===== config.mk =====
export PLATFORM = sky130hd
export DESIGN_NAME = bats_feed_arbiter
export DESIGN_NICKNAME = d
export VERILOG_FILES = /design/src/rtl/bats_pkg.sv /design/src/rtl/bats_beat_reg.sv /design/src/rtl/bats_feed_arbiter.sv
export SDC_FILE = /design/constraint.sdc
export NUM_CORES = 1
export LEC_CHECK = 0
export BUFFER_PORTS_ARGS = -buffer_cell sky130_fd_sc_hd__buf_4
export CORE_MARGIN = 4
export CORE_UTILIZATION = 51
export DETAILED_ROUTE_END_ITERATION = 7
export PLACE_DENSITY = 0.88
export SLEW_MARGIN = 25
export SYNTH_ARGS = -nofsm -noshare
export SYNTH_HDL_FRONTEND = slang
export SYNTH_HIERARCHICAL = 1
export SYNTH_SLANG_ARGS = --single-unit

===== constraint.sdc =====
create_clock -name Clk40 -period 3.6 [get_ports Clk40]
set_input_delay 0.36 -clock Clk40 [delete_from_list [all_inputs] [get_ports Clk40]]
set_output_delay 0.36 -clock Clk40 [all_outputs]
set_load 0.1 [all_outputs]

===== src/rtl/bats_pkg.sv =====
// Shared types and defaults for the BATS feed arbiter.
// Holds the FSM encoding, the beat record and the parameter defaults.
package bats_pkg;

    localparam int MAX_BEATS_DEF  = 192;
    localparam int RESET_HOLD_DEF = 5;

    typedef enum logic [2:0] {
        RST_PULSE,
        RST_WAIT,
        IDLE,
        GRANT0,
        GRANT1,
        DRAIN
    } state_t;

    typedef struct packed {
        logic [63:0] bytes;
        logic [7:0]  enables;
        logic        last;
    } beat_t;

    function automatic logic [7:0] sat_inc(input logic [7:0] v);
        return (v == 8'hFF) ? v : v + 8'd1;
    endfunction

endpackage


===== src/rtl/bats_beat_reg.sv =====
// Output register stage toward the parser input.
// A loaded beat stays put with valid high until the parser takes it.
module bats_beat_reg (
    input  logic        clk,
    input  logic        rst,
    input  logic        load,
    input  logic [63:0] bytes,
    input  logic [7:0]  enables,
    input  logic        m_ready,
    output logic [63:0] m_bytes,
    output logic [7:0]  m_byte_enables,
    output logic        m_data_valid
);

    always_ff @(posedge clk or posedge rst) begin
        if (rst) begin
            m_bytes        <= '0;
            m_byte_enables <= '0;
            m_data_valid   <= 1'b0;
        end else if (load) begin
            m_bytes        <= bytes;
            m_byte_enables <= enables;
            m_data_valid   <= 1'b1;
        end else if (m_ready) begin
            m_data_valid   <= 1'b0;
        end
    end

endmodule


===== src/rtl/bats_feed_arbiter.sv =====
// Two-source payload arbiter feeding the UDP parser input.
// Round-robin at payload boundaries, overlong payloads are drained and reset the parser.
module bats_feed_arbiter
    import bats_pkg::*;
#(
    parameter int MAX_BEATS  = MAX_BEATS_DEF,
    parameter int RESET_HOLD = RESET_HOLD_DEF
) (
    input  logic        Clk40,
    input  logic        reset,
    input  logic [63:0] s0_bytes,
    input  logic [7:0]  s0_byte_enables,
    input  logic        s0_valid,
    input  logic        s0_last,
    output logic        s0_ready,
    input  logic [63:0] s1_bytes,
    input  logic [7:0]  s1_byte_enables,
    input  logic        s1_valid,
    input  logic        s1_last,
    output logic        s1_ready,
    output logic [63:0] m_bytes,
    output logic [7:0]  m_byte_enables,
    output logic        m_data_valid,
    input  logic        m_ready,
    output logic        parser_reset,
    output logic [31:0] pkt_count0,
    output logic [31:0] pkt_count1,
    output logic [15:0] abort_count
);

    localparam logic [7:0] BEAT_LIMIT = 8'(MAX_BEATS);
    localparam logic [7:0] HOLD_LAST  =
        (RESET_HOLD > 1) ? 8'(RESET_HOLD - 1) : 8'd0;

    state_t     state;
    logic       cur_src;
    logic       last_grant;
    logic [7:0] beat_cnt;
    logic [7:0] hold_cnt;

    beat_t      beat;
    logic       src_valid;
    logic       granted;
    logic       port_ready;
    logic       accept;
    logic       overrun;
    logic       load;

    assign beat = cur_src ? {s1_bytes, s1_byte_enables, s1_last}
                          : {s0_bytes, s0_byte_enables, s0_last};
    assign src_valid = cur_src ? s1_valid : s0_valid;

    assign granted    = (state == GRANT0) || (state == GRANT1);
    // While draining, the aborted source is swallowed regardless of the parser.
    assign port_ready = (state == DRAIN) ||
                        (granted && (!m_data_valid || m_ready));
    assign s0_ready   = port_ready && !cur_src;
    assign s1_ready   = port_ready && cur_src;

    assign accept  = port_ready && src_valid;
    assign overrun = granted && accept && !beat.last &&
                     (beat_cnt == BEAT_LIMIT);
    assign load    = granted && accept && !overrun &&
                     (beat.enables != 8'd0);

    bats_beat_reg u_beat_reg (
        .clk            (Clk40),
        .rst            (reset),
        .load           (load),
        .bytes          (beat.bytes),
        .enables        (beat.enables),
        .m_ready        (m_ready),
        .m_bytes        (m_bytes),
        .m_byte_enables (m_byte_enables),
        .m_data_valid   (m_data_valid)
    );

    always_ff @(posedge Clk40 or posedge reset) begin
        if (reset) begin
            state        <= RST_PULSE;
            parser_reset <= 1'b0;
            hold_cnt     <= '0;
            beat_cnt     <= '0;
            cur_src      <= 1'b0;
            last_grant   <= 1'b1;
            pkt_count0   <= '0;
            pkt_count1   <= '0;
            abort_count  <= '0;
        end else begin
            parser_reset <= 1'b0;
            case (state)
                RST_PULSE: begin
                    parser_reset <= 1'b1;
                    hold_cnt     <= '0;
                    state        <= RST_WAIT;
                end
                RST_WAIT: begin
                    if (hold_cnt >= HOLD_LAST) state <= IDLE;
                    else hold_cnt <= hold_cnt + 8'd1;
                end
                IDLE: begin
                    beat_cnt <= '0;
                    if (s0_valid && (!s1_valid || last_grant)) begin
                        cur_src    <= 1'b0;
                        last_grant <= 1'b0;
                        state      <= GRANT0;
                    end else if (s1_valid) begin
                        cur_src    <= 1'b1;
                        last_grant <= 1'b1;
                        state      <= GRANT1;
                    end
                end
                GRANT0, GRANT1: begin
                    if (accept) begin
                        beat_cnt <= sat_inc(beat_cnt);
                        if (overrun) begin
                            state <= DRAIN;
                        end else if (beat.last) begin
                            if (cur_src) pkt_count1 <= pkt_count1 + 32'd1;
                            else pkt_count0 <= pkt_count0 + 32'd1;
                            state <= IDLE;
                        end
                    end
                end
                DRAIN: begin
                    if (accept && beat.last) begin
                        abort_count <= abort_count + 16'd1;
                        state       <= RST_PULSE;
                    end
                end
                default: state <= RST_PULSE;
            endcase
        end
    end

endmodule


== Word level (Yosys, flattened, before mapping) ==
Cells that the tools add are included.
Widths: inputs -> output; s select.
Storage, ports and cells
  register bits: 175
  bits of input ports: 151
  output and inout port bits: 156
  logic and storage cells: 88
Operators by class
  $add $sub $neg: 5
  order comparisons: 1
  equality and inequality tests: 14
  multiplexer cells: 20
  bitwise gates (word level): 2
  reduce and logical (&&, ||, !) cells: 34
Operators by type and width (count)
  $mux 73: 1
  $add 32x1->32 const B: 2
  $pmux 8 s2: 2
  $mux 8: 3
  $mux 3: 7
  $add 16x1->16 const B: 1
  $add 8x1->8 const B: 2
  $eq 8x8->1 const B: 2
  $pmux 3 s5: 1
  $reduce_and 5->1: 3
  $logic_and 1x1->1: 11
  $ge 8x3->1 const B: 1
  $ne 2x2->1 const B: 4
  $reduce_bool 2->1: 4
  $reduce_bool 8->1: 1
  $eq 3x2->1 const B: 2
  $eq 3x3->1 const B: 2
  $mux 1: 6
  $ne 3x3->1 const B: 2
  $reduce_and 2->1: 3
  $logic_not 1->1: 5
  $logic_or 1x1->1: 4
  $eq 3x1->1 const B: 1
  $logic_not 3->1: 1
  4 further kinds: 5

== Longest topological paths before layout ==
  word-level depth: 12
  depth in mapped cells: 9
  depth with buffers taken out: 8

== Hierarchy ==
The synthesis kept the hierarchy.
By module, submodules not included
  bats_feed_arbiter: times used 1, cells an instance 532, area an instance 5703.0 um^2, seq. area each 2553.7 um^2
  bats_beat_reg: times used 1, cells an instance 156, area an instance 3062.9 um^2, seq. area each 1826.8 um^2

== Least setup slack after synthesis ==
Ideal clock, no wire load.
  kind: register to output
  from: reg u_beat_reg.m_data_valid
  to: out s1_ready
  data arrival time: 3396 ps
  required time: 3240 ps
  setup slack: -156 ps
  cell stages (with the launch flop): 4
  path buffers: 0
  cells stage by stage: dfrtp_1 -> nand2b_1 -> nand3_1 -> a21boi_0
On the way
  longest elaborated chain between the ends: 5
RTL lines
  start: declaration: line bats_beat_reg.sv:12  | output logic m_data_valid
  start signal: assignment: line bats_beat_reg.sv:19  | m_data_valid <= 1'b0;
  start signal: assignment: line bats_beat_reg.sv:23  | m_data_valid <= 1'b1;
  start signal: assignment: line bats_beat_reg.sv:25  | m_data_valid <= 1'b0;
  $logic_not 1->1: line bats_feed_arbiter.sv:56  | (granted && (!m_data_valid || m_ready));
  $logic_or 1x1->1: line bats_feed_arbiter.sv:56
  $logic_and 1x1->1: line bats_feed_arbiter.sv:56
  $logic_or 1x1->1: line bats_feed_arbiter.sv:55  | assign port_ready = (state == DRAIN) ||
  $logic_and 1x1->1: line bats_feed_arbiter.sv:58  | assign s1_ready = port_ready && cur_src;
  end: declaration: line bats_feed_arbiter.sv:20  | output logic s1_ready,
Every way passes these cells.

== Worst setup path after layout ==
  from: reg state[0]
  to: reg u_beat_reg.m_bytes[57]
On the way
  longest elaborated chain between the ends: 11
  elaborated cells between the ends (all ways): 13
  classes of those cells: eq/ne: 3; reduce/logical: 10
RTL lines
  start: declaration: line bats_feed_arbiter.sv:35  | state_t state;
  start signal: assignment: line bats_feed_arbiter.sv:80  | state <= RST_PULSE;
  start signal: assignment: line bats_feed_arbiter.sv:95  | state <= RST_WAIT;
  start signal: assignment: line bats_feed_arbiter.sv:98  | if (hold_cnt >= HOLD_LAST) state <= IDLE;
  $eq 3x2->1 or $eq 3x3->1 (tied branches): line bats_feed_arbiter.sv:53  | assign granted = (state == GRANT0) || (state == GRANT1);
  $logic_or 1x1->1: line bats_feed_arbiter.sv:53
  $logic_and 1x1->1: line bats_feed_arbiter.sv:56
  $logic_or 1x1->1: line bats_feed_arbiter.sv:55
  $logic_and 1x1->1: line bats_feed_arbiter.sv:60  | assign accept = port_ready && src_valid;
  $logic_and 1x1->1 (*): line bats_feed_arbiter.sv:61, bats_feed_arbiter.sv:63
  $logic_and 1x1->1 (2 in series): line bats_feed_arbiter.sv:61  | assign overrun = granted && accept && !beat.last &&
  $logic_not 1->1: line bats_feed_arbiter.sv:63  | assign load = granted && accept && !overrun &&
  $logic_and 1x1->1 (*) (2 in series): line bats_feed_arbiter.sv:63
  net load: line bats_feed_arbiter.sv:47  | logic load;
  end signal: assignment: line bats_beat_reg.sv:21  | m_bytes <= bytes;
  end: declaration: line bats_beat_reg.sv:10  | output logic [63:0] m_bytes,
The timed path passes the listed nets; every way through them passes the cells marked *.
A chain may end at the register's enable or synchronous reset.

==> impl_metrics.json <==
{
  "yosysWarnings": 6,
  "h-tree-depth": 4,
  "grt_max_degree": 69,
  "synth_edf_count": 0,
  "rows": 47,
  "grt_pass1_vias": 6866,
  "crit_path_start": "state[0]",
  "async_flop_share": 1.00,
  "worst_slack_ps": 865,
  "hpwl_mm": 18.1,
  "r2r_start": "state[0]",
  "yosysTopAreaCell": "dfrtp_1",
  "synth_common_cells": "174 x dfrtp_1, 79 x mux2_2, 70 x mux2_4",
  "finalHoldViolations": 0,
  "hold_slack_ps": 88.9,
  "n_fill_cell": 1205,
  "path_clk_slew_ps": 70,
  "clock_skew_ps": 11.9,
  "worstMarginPinSlew_ps": 843,
  "vias_per_cell": 5.26,
  "cts_sinks": 175,
  "fin_tns_setup_ps": 0,
  "synth_area_sq_um": 8770,
  "grt_setup_unrepaired": "false",
  "outcome": "finished clean",
  "cp.required_ps": 3900,
  "clock_latency_ps": 420,
  "cts_buffer_depth": 2,
  "totalWireLength_mm": 23.4,
  "synth_seq_cells": 175,
  "endpoint_kind": "flop",
  "muxShareOfSynthArea": 0.224,
  "ir_worst_vdd_mv": 1.10,
  "p_leak_nw": 5.83,
  "synthTopCellsByArea": "dfrtp_1 50%, mux2_4 12%, mux2_2 10%",
  "drc": 0,
  "synthAdderAreaFrac": 0.00999,
  "gr-total-overflow": 0,
  "drive_above_1_share": 0.508,
  "area_growth_pct": 35.0,
  "min_path_type": "in -> async",
  "synth_xor_xnor_area_share": 0.0838,
  "synthFlopType": "dfrtp_1",
  "fmax_ghz": 0.366,
  "drt-wirelength-per-cell_um": 19.0,
  "synth.most_common_cell": "dfrtp_1",
  "ys_seq_area_frac": 0.500,
  "grt_use_total": 0.240,
  "die_y_um": 139,
  "yosysUniqueCellTypes": 53,
  "gp_congestion": 0.879,
  "cap_viol_max_count": 0,
  "dieArea_sq_um": 19400,
  "synth.top_cell.area_share": 0.497,
  "grt_pass1_wl_mm": 36.9,
  "cts_resized": 0,
  "synth-compound-area-share": 0.0248,
  "critical_path.startpoint_type": "flop",
  "die_x_um": 139,
  "min_period_over_period": 0.760,
  "final_area_sq_um": 11800,
  "path_max_fanout": 22,
  "final_max_slew_viol_count": 0,
  "dr.pass1.iters": 4,
  "antenna_found_initial": 1,
  "cts_tree": "yes",
  "core_region_area_sq_um": 16700,
  "drtIter0Drc": 299,
  "synth_cells": 688,
  "start_util": 0.525,
  "synth_top_family_by_area": "multiplexers",
  "dpl_cell_area_sq_um": 11200,
  "slew_headroom": 0.438,
  "synthSimpleGateAreaFrac": 0.123,
  "ioPinCount": 307,
  "pre_cts_ws_ps": 861,
  "postCtsSetupBuffers": 0,
  "powerDensity_nw_per_um2": 992,
  "vias": 6462,
  "crit_type": "reg -> reg",
  "drtAntennaViolNets": 0,
  "synthesis.nets": 846,
  "fin_nets": 1153,
  "finalSetupViolCount": 0,
  "cts_buffers": 17,
  "root_buffer": "clkbuf_16",
  "cp_data_arrival_time_ps": 3040,
  "period_minus_slack_ps": 2730,
  "holdBufCountCts": 0,
  "avgSynthCellArea_sq_um": 12.7,
  "portBuffers": 306,
  "final_util": 0.709
}
-- power by group --
part / leakage (nW) / internal [mW] / switching, mW
combinational: 3.31 / 2.07 / 4.71
sequential: 2.23 / 2.51 / 0.507
clock: 0.293 / 1.12 / 0.831
-- metrics by stage --
step | instances | total power, mW
2_1_floorplan | 688 | 8.45
3_3_place_gp | 1196 | 9.72
3_5_place_dp | 1196 | 9.81
4_1_cts | 1228 | 11.8
5_1_grt | 1229 | 12.2
6_report | 1229 | 11.7
-- placed cells by master, fill, tap and decap left out, drive strengths merged, types with 2 or more instances in the layout --
master,instances
buf,314
dfrtp,174
mux2,149
xnor2,55
nor2,45
nand2,36
xor2,28
nand3,28
inv,25
nand4,24
clkbuf,17
and3,16
nor2b,10
and4,9
a21oi,8
nor3,8
and2,7
ha,7
o21ai,6
nand2b,5
nor4,5
clkinvlp,4
bufinv,3
mux2i,2
a211oi,2
a22o,2
a21o,2
nor3b,2
o31ai,2
-- sequential cells by signal, indices dropped and copies added (netlist names), 3 cells and up --
signal                     count
pkt_count0                    32
pkt_count1                    32
abort_count                   16
u_beat_reg/m_bytes            64
beat_cnt                       8
hold_cnt                       8
state                          3
u_beat_reg/m_byte_enables      8
-- worst max-delay path, cell delays in order (launching register included) --
cell and delay (ps):
dfrtp_1 640, and3b_1 320, o211a_4 210, o21ai_0 170, a21oi_4 650, buf_12 290
mux2_4 320
-- metal layers --
layer	GRT usage	vias to the layer above	wire (um)
met4	0.0824	0	509
li1	-	3026	-
met3	0.0741	26	1860
met2	0.415	219	12100
met1	0.284	3191	8930
met5	0	-	0
-- path summary, 6_finish.rpt --
check                                    endpoint  slack, ps  cells after the start
max                        u_beat_reg/m_bytes[57]        870                      6
min                        u_beat_reg/m_bytes[61]         90                      2
max reg2reg                u_beat_reg/m_bytes[57]        870                      6
min reg2reg                       abort_count[15]        470                      1
max in group asynchronous          pkt_count1[18]       2700                      3
min in group Clk40                     last_grant        150                      2
-- kinds of logic (layout without fill, tap and decap cells) --
kind of cell,after synthesis,after routing
xor gates and xnor gates,83,83
adders and majority gates,7,7
buffers and inverters,43,363
AOI/OAI and AO/OA,30,30
DFF,175,175
and+or+nand+nor,199,199
other,0,1
muxes,151,151
-- cell type report --
class                           count  area, sq um  area share
Sequential cell                   175         4380       0.370
Multi-Input combinational cell    470         4090       0.345
Timing Repair Buffer              314         2390       0.202
Clock buffer                       17          425      0.0359
Tap cell                          220          275      0.0233
Clock inverter                     15          198      0.0167
Inverter                           17         68.8     0.00581
Antenna cell                        1         2.50    0.000211
Power figures use the tool's default switching activity.
